## config.mk

```make
export PLATFORM = sky130hd
export DESIGN_NAME = alu_nibble_sequencer_flat
export DESIGN_NICKNAME = d
export VERILOG_FILES = /design/src/rtl/alu_nibble_sequencer_if.sv /design/src/rtl/alu_nibble_sequencer.sv /design/src/flat_wrapper.sv
export SDC_FILE = /design/constraint.sdc
export NUM_CORES = 1
export LEC_CHECK = 0
export CAP_MARGIN = 20
export CORE_AREA = 2 2 82 84
export DETAILED_ROUTE_END_ITERATION = 12
export DIE_AREA = 0 0 84 86
export GPL_ROUTABILITY_DRIVEN = 0
export PLACE_DENSITY = 0.73
export SYNTH_ARGS = -nofsm -noshare
export SYNTH_HDL_FRONTEND = slang
export SYNTH_SLANG_ARGS = --single-unit
```

## constraint.sdc

```tcl
create_clock -name Clk -period 1.6 [get_ports Clk]
set_input_delay 0.32 -clock Clk [delete_from_list [all_inputs] [get_ports Clk]]
set_output_delay 0.32 -clock Clk [all_outputs]
set_load 0.02 [all_outputs]
```

## src/rtl/alu_nibble_sequencer_if.sv

```systemverilog
// Bus between a requester, the nibble sequencer and one external 4-bit ALU
// slice. Equal_all exists only when ALU_SEQ_EQUAL_EN is defined.
interface alu_nibble_sequencer_if #(
    parameter int NIBBLES = 4
);
    localparam int W = 4 * NIBBLES;

    // requester side
    logic         Start;
    logic [3:0]   Select;
    logic         Mode;
    logic         Carry_in;
    logic [W-1:0] A_bar;
    logic [W-1:0] B_bar;
    logic         Busy;
    logic         Done;
    logic [W-1:0] Result_bar;
    logic         C_out_final;
`ifdef ALU_SEQ_EQUAL_EN
    logic         Equal_all;
`endif

    // ALU slice side
    logic [3:0]   Alu_A_bar;
    logic [3:0]   Alu_B_bar;
    logic [3:0]   Alu_Select;
    logic         Alu_Mode;
    logic         Alu_C_in;
    logic [3:0]   Alu_F_bar;
    logic         Alu_C_out;
    logic         Alu_Equal;

    // requester and ALU slice together
    modport master (
`ifdef ALU_SEQ_EQUAL_EN
        input  Equal_all,
`endif
        output Start, Select, Mode, Carry_in, A_bar, B_bar,
        output Alu_F_bar, Alu_C_out, Alu_Equal,
        input  Busy, Done, Result_bar, C_out_final,
        input  Alu_A_bar, Alu_B_bar, Alu_Select, Alu_Mode, Alu_C_in
    );

    // the sequencer
    modport slave (
`ifdef ALU_SEQ_EQUAL_EN
        output Equal_all,
`endif
        input  Start, Select, Mode, Carry_in, A_bar, B_bar,
        input  Alu_F_bar, Alu_C_out, Alu_Equal,
        output Busy, Done, Result_bar, C_out_final,
        output Alu_A_bar, Alu_B_bar, Alu_Select, Alu_Mode, Alu_C_in
    );
endinterface

```

## src/rtl/alu_nibble_sequencer.sv

```systemverilog
// Serial controller for one 4-bit ALU slice: runs a NIBBLES*4-bit operation
// one nibble per clock, chaining the carry through a register.
// Optional feature macro: ALU_SEQ_EQUAL_EN builds the Equal_all accumulator.
module alu_nibble_sequencer #(
    parameter int NIBBLES    = 4,
    parameter int DELAY_RISE = 0,
    parameter int DELAY_FALL = 0
) (
    input  logic                  Clk,
    input  logic                  Clear_bar,
    alu_nibble_sequencer_if.slave bus
);
    localparam int            KW     = (NIBBLES > 1) ? $clog2(NIBBLES) : 1;
    localparam logic [KW-1:0] K_LAST = KW'(NIBBLES - 1);

    // Output delays belong to a timing model; this netlist has none.
    if (DELAY_RISE != 0 || DELAY_FALL != 0) begin : g_delay_unmodelled
    end

    typedef enum logic [1:0] {S_IDLE, S_RUN, S_DONE} state_t;

    state_t                  state, state_nx;
    logic [KW-1:0]           k;
    logic [NIBBLES-1:0][3:0] a_q, b_q, res_q;
    logic [3:0]              sel_q;
    logic                    mode_q, carry_q, cout_q;
    logic                    accept, last, busy, done;

    assign last = (k == K_LAST);

    // State register
    always_ff @(posedge Clk or negedge Clear_bar) begin
        if (!Clear_bar) state <= S_IDLE;
        else            state <= state_nx;
    end

    // Next state, Start acceptance and status outputs
    always_comb begin
        state_nx = state;
        accept   = 1'b0;
        busy     = 1'b0;
        done     = 1'b0;
        case (state)
            S_IDLE: begin
                if (bus.Start) begin
                    accept   = 1'b1;
                    state_nx = S_RUN;
                end
            end
            S_RUN: begin
                busy = 1'b1;
                if (last) state_nx = S_DONE;
            end
            S_DONE: begin
                done = 1'b1;
                if (bus.Start) begin
                    accept   = 1'b1;
                    state_nx = S_RUN;
                end else begin
                    state_nx = S_IDLE;
                end
            end
            default: state_nx = S_IDLE;
        endcase
    end

    // Operand latch, nibble index, carry chain and result capture.
    // Result_bar is not cleared on acceptance; nibbles are overwritten in turn.
    always_ff @(posedge Clk or negedge Clear_bar) begin
        if (!Clear_bar) begin
            k       <= '0;
            a_q     <= '0;
            b_q     <= '0;
            sel_q   <= 4'b0000;
            mode_q  <= 1'b0;
            carry_q <= 1'b1;
            res_q   <= '0;
            cout_q  <= 1'b1;
        end else if (accept) begin
            k       <= '0;
            a_q     <= bus.A_bar;
            b_q     <= bus.B_bar;
            sel_q   <= bus.Select;
            mode_q  <= bus.Mode;
            carry_q <= bus.Carry_in;
        end else if (state == S_RUN) begin
            res_q[k] <= bus.Alu_F_bar;
            // logic mode keeps the latched Carry_in on the slice
            if (!mode_q) carry_q <= bus.Alu_C_out;
            if (last) cout_q <= bus.Alu_C_out;
            else      k      <= k + 1'b1;
        end
    end

`ifdef ALU_SEQ_EQUAL_EN
    logic eq_acc, eq_all_q;

    // Running AND of the slice Equal output, published after the last nibble
    always_ff @(posedge Clk or negedge Clear_bar) begin
        if (!Clear_bar) begin
            eq_acc   <= 1'b1;
            eq_all_q <= 1'b0;
        end else if (accept) begin
            eq_acc <= 1'b1;
        end else if (state == S_RUN) begin
            eq_acc <= eq_acc & bus.Alu_Equal;
            if (last) eq_all_q <= eq_acc & bus.Alu_Equal;
        end
    end

    assign bus.Equal_all = eq_all_q;
`endif

    // Slice inputs come only from registers, never from the slice outputs.
    assign bus.Alu_A_bar   = a_q[k];
    assign bus.Alu_B_bar   = b_q[k];
    assign bus.Alu_Select  = sel_q;
    assign bus.Alu_Mode    = mode_q;
    assign bus.Alu_C_in    = carry_q;
    assign bus.Busy        = busy;
    assign bus.Done        = done;
    assign bus.Result_bar  = res_q;
    assign bus.C_out_final = cout_q;
endmodule

```

## src/flat_wrapper.sv

```systemverilog
// flat-port wrapper written by rule: the top's interface ports become plain ports
module alu_nibble_sequencer_flat 
#(
    parameter int NIBBLES    = 4,
    parameter int DELAY_RISE = 0,
    parameter int DELAY_FALL = 0
)
  (Clk, Clear_bar, bus_Start, bus_Select, bus_Mode, bus_Carry_in, bus_A_bar, bus_B_bar, bus_Alu_F_bar, bus_Alu_C_out, bus_Alu_Equal, bus_Busy, bus_Done, bus_Result_bar, bus_C_out_final, bus_Alu_A_bar, bus_Alu_B_bar, bus_Alu_Select, bus_Alu_Mode, bus_Alu_C_in);
  alu_nibble_sequencer_if #(.NIBBLES(NIBBLES)) bus_i ();
  input  logic Clk;
  input  logic Clear_bar;
  input wire logic [$bits(bus_i.Start)-1:0] bus_Start;
  input wire logic [$bits(bus_i.Select)-1:0] bus_Select;
  input wire logic [$bits(bus_i.Mode)-1:0] bus_Mode;
  input wire logic [$bits(bus_i.Carry_in)-1:0] bus_Carry_in;
  input wire logic [$bits(bus_i.A_bar)-1:0] bus_A_bar;
  input wire logic [$bits(bus_i.B_bar)-1:0] bus_B_bar;
  input wire logic [$bits(bus_i.Alu_F_bar)-1:0] bus_Alu_F_bar;
  input wire logic [$bits(bus_i.Alu_C_out)-1:0] bus_Alu_C_out;
  input wire logic [$bits(bus_i.Alu_Equal)-1:0] bus_Alu_Equal;
  output wire logic [$bits(bus_i.Busy)-1:0] bus_Busy;
  output wire logic [$bits(bus_i.Done)-1:0] bus_Done;
  output wire logic [$bits(bus_i.Result_bar)-1:0] bus_Result_bar;
  output wire logic [$bits(bus_i.C_out_final)-1:0] bus_C_out_final;
  output wire logic [$bits(bus_i.Alu_A_bar)-1:0] bus_Alu_A_bar;
  output wire logic [$bits(bus_i.Alu_B_bar)-1:0] bus_Alu_B_bar;
  output wire logic [$bits(bus_i.Alu_Select)-1:0] bus_Alu_Select;
  output wire logic [$bits(bus_i.Alu_Mode)-1:0] bus_Alu_Mode;
  output wire logic [$bits(bus_i.Alu_C_in)-1:0] bus_Alu_C_in;
  assign bus_i.Start = bus_Start;
  assign bus_i.Select = bus_Select;
  assign bus_i.Mode = bus_Mode;
  assign bus_i.Carry_in = bus_Carry_in;
  assign bus_i.A_bar = bus_A_bar;
  assign bus_i.B_bar = bus_B_bar;
  assign bus_i.Alu_F_bar = bus_Alu_F_bar;
  assign bus_i.Alu_C_out = bus_Alu_C_out;
  assign bus_i.Alu_Equal = bus_Alu_Equal;
  assign bus_Busy = bus_i.Busy;
  assign bus_Done = bus_i.Done;
  assign bus_Result_bar = bus_i.Result_bar;
  assign bus_C_out_final = bus_i.C_out_final;
  assign bus_Alu_A_bar = bus_i.Alu_A_bar;
  assign bus_Alu_B_bar = bus_i.Alu_B_bar;
  assign bus_Alu_Select = bus_i.Alu_Select;
  assign bus_Alu_Mode = bus_i.Alu_Mode;
  assign bus_Alu_C_in = bus_i.Alu_C_in;
  alu_nibble_sequencer #(.NIBBLES(NIBBLES), .DELAY_RISE(DELAY_RISE), .DELAY_FALL(DELAY_FALL)) u_core (.Clk(Clk), .Clear_bar(Clear_bar), .bus(bus_i));
endmodule
```

==> run_results.csv <==
group,metric,value,unit
critical_path,cp_slowest_cell,"mux4_2",
detailed_routing,route.antenna.remaining_nets,0,
clock_tree,cts_setup_buffers,0,
hold_path,worstHoldPathType,"flop to flop",
timing,timing.fmax,542.1,MHz
global_routing,grt_max_degree,60,
critical_path,timing.critical_path.mode_cell,"buf_6",
global_routing,overflow,0,
timing,finalMaxSlewViolations,0,
synth,mappedNetlistArea,2497,µm²
status,outcome,"complete, but fails checks",
detailed_routing,routedWlPerCell,13.32,µm
clock_tree,htreeDepth,3,
power,cellLeakagePower,1.776,nW
synth,synth.ff_latch_count,59,
timing,setup_viol,8,
timing,grt_setup_unrepaired,"true",
synth,post_synth_num_cell_types,23,
synth,synth_nets,283,
critical_path,rr_startpoint,"u_core.k[0]",
detailed_routing,drcViolationCount,0,
clock_tree,root_buffer,"clkbuf_8",
critical_path,required,1280,ps
detailed_routing,routed_wl,5.433,mm
detailed_routing,vias,1902,
synth,yosys-top-cells-area,"dfrtp_1 57%, nand2_1 17%, mux2_1 7.7%, mux4_2 7.2%, dfstp_2 2.1%",
placement,io_buffers,78,
detailed_routing,viasPerCell,4.662,
power,power.density,2003,nW/µm²
critical_path,worstSetupPathType,"flop to primary output",
status,failed_checks,"negative setup slack",
critical_path,cp_cell_sequence,"buf_6, mux4_2, buf_6",
die,dieArea,7224,µm²
timing,fin_crit,1845,ps
global_routing,grt_usage,16.40,%
die,start_util,39.78,%
synth,avgSynthCellArea,10.76,µm²
clock_tree,insertion_delay,320,ps
critical_path,start_kind,"flop",
critical_path,crit_path_end_kind,"primary output",
critical_path,cp_data_arrival_time,1520,ps
clock_tree,clock-sinks,59,
clock_tree,cts-buffers-inserted,9,
cells_and_area,synthToLayoutAreaGrowth,45.09,%
clock_tree,clock_path_buffers,2,
global_routing,antenna_found_initial,0,
synth,synthCells,232,
detailed_routing,drt_iter0_drc,62,
synth,synth_warnings,0,
timing,tns,-1807,ps
cells_and_area,drive_gt1_share,16.31,%
timing,final_hold_viol_count,0,
global_routing,grt_pass1_vias,1967,
global_routing,grt_pass1_wl,9.018,mm
detailed_routing,firstDrtPassIters,4,
power,power.total,0.007258,W
timing,slew_headroom,78.87,%
timing,worst_slew_pin_slew,316.9,ps
synth,yosys.area.top_type_share,57.11,%
timing,fin_crit_sh,115.3,%
placement,place_hpwl,3.843,mm
clock_tree,clk_pin_slew,60,ps
cells_and_area,diodes,0,
clock_tree,cts_tree,"done",
die,ios,80,
power,peakVddDrop,0.001009,V
synth,yosys.area.top_type,"dfrtp_1",
die,rows,29,
die,dieHeight,86,µm
critical_path,cp_slowest_stage_delay,520,ps
critical_path,cp_max_fo,5,
synth,ys_seq_area_share,59.22,%
cells_and_area,nNetsFinal,377,
hold_path,worstHoldStart,"u_core.b_q[14]",
run,maxCapViolCount,0,
die,core,6277,µm²
die,die_x,84,µm
timing,fin_skew,7.556,ps
timing,setup_ws,-244.5,ps
critical_path,worstSetupStartpoint,"u_core.k[0]",
synthesized netlist by cell type, drive strengths merged:
| cell type | instances |
|---|---|
| nor2b | 2 |
| buf | 4 |
| clkbuf | 6 |
| nor3b | 1 |
| nand2b | 2 |
| ha | 4 |
| mux4 | 8 |
| dfrtp | 57 |
| nand3b | 1 |
| o21ai | 3 |
| a21oi | 1 |
| nand2 | 116 |
| a31oi | 1 |
| mux2 | 17 |
| inv | 3 |
| clkinv | 1 |
| dfstp | 2 |
| xnor2 | 1 |
| nor2 | 2 |
routing by layer:
layer / wire [µm] / GRT usage [%]
met4: 148 / 9.971
met3: 285 / 4.042
met2: 2691 / 27.85
met1: 2308 / 18.81
met5: 0 / 0
report_power, final:
group          switching [W]  total, W  internal, W
logic                0.00182   0.00355      0.00173
registers           0.000375   0.00261      0.00224
clock network       0.000529   0.00109     0.000564
through the flow:
stage	instance area [µm²]	hold WS, ps	utilization [%]	worst slack, ps	instances
after floorplan	2497	24.41	-	53.96	232
final	3623	472.2	57.72	-244.5	408
after detailed placement	3460	345.6	55.11	-289.6	391
after CTS	3611	476.3	57.52	-269.3	408
after global routing	3623	493.0	57.72	-294.8	408
after global placement	3460	345.1	55.11	-286.4	391
flip-flops by register name, indices dropped and copies added (netlist names):
signal and count:
u_core.bus.Alu_C_in 1, u_core.a_q 16, u_core.bus.Result_bar 16, u_core.k 2
u_core.bus.Alu_Select 4, u_core.b_q 16, u_core.bus.C_out_final 1, u_core.bus.Alu_Mode 1
u_core.state 2
path summary, 6_finish.rpt:
check,to,slack [ps],cells past startpoint
max in group asynchronous,u_core.bus.Alu_C_in,790,3
setup / recovery,bus_Alu_B_bar[1],-240,3
min in group asynchronous,u_core.bus.Alu_Mode,520,3
hold reg to reg,u_core.b_q[14],470,2
setup reg to reg,u_core.bus.Result_bar[14],100,5
hold / removal,u_core.b_q[14],470,2
placed cells by master (no fill, tap or decap):
cell type / instances
nand2_1: 112
dfrtp_1: 57
clkdlybuf4s50_1: 44
dlygate4sd2_1: 23
mux2_1: 17
buf_6: 10
buf_4: 10
clkbuf_8: 9
mux4_2: 8
clkbuf_1: 6
nand2_2: 3
ha_1: 3
clkinv_2: 2
inv_1: 2
o21ai_0: 2
nor2_1: 2
buf_12: 2
dfstp_2: 2
nand2b_4: 1
nor2b_1: 1
nand2_4: 1
nor2b_2: 1
nand2b_1: 1
nor3b_2: 1
a21oi_1: 1
inv_2: 1
nand3b_1: 1
a31oi_1: 1
xnor2_1: 1
o21ai_1: 1
ha_2: 1
dlygate4sd3_1: 1
buf_2: 1
clkdlybuf4s15_2: 1
dlymetal6s2s_1: 1
kinds of logic after synthesis:
kind of cell	synth area share (%)
fa+ha+maj	2.004
simple gates	20.14
flops	59.22
xor+xnor	0.3508
mux	14.88
buf+inv	2.354
compound gates	1.052
area by class of cell:
type                    instances  area, µm²
inverters                       4      16.27
multi-input cells             159      972.2
repair buffers                 93      908.4
fillers                       564       2654
clock buffers                  15      146.4
flip-flops and latches         59       1479
well taps                      77      96.34
clock inverters                 1      5.005
repair_timing:
action                                  4_1_cts  5_1_grt
pin swaps                                     0        1
endpoints found under the setup margin       32       16
gates resized for setup                      76        3
cloned                                        0        0
hold buffers                                  1        0
hold endpoints to repair                     52        0
critical path: cells and delay by family (launching register included):
family	cells	cell delay (ps)
buffers and inverters	2	300
flip-flops	1	380
multiplexers	1	520
(Power assumes the default switching activity.)
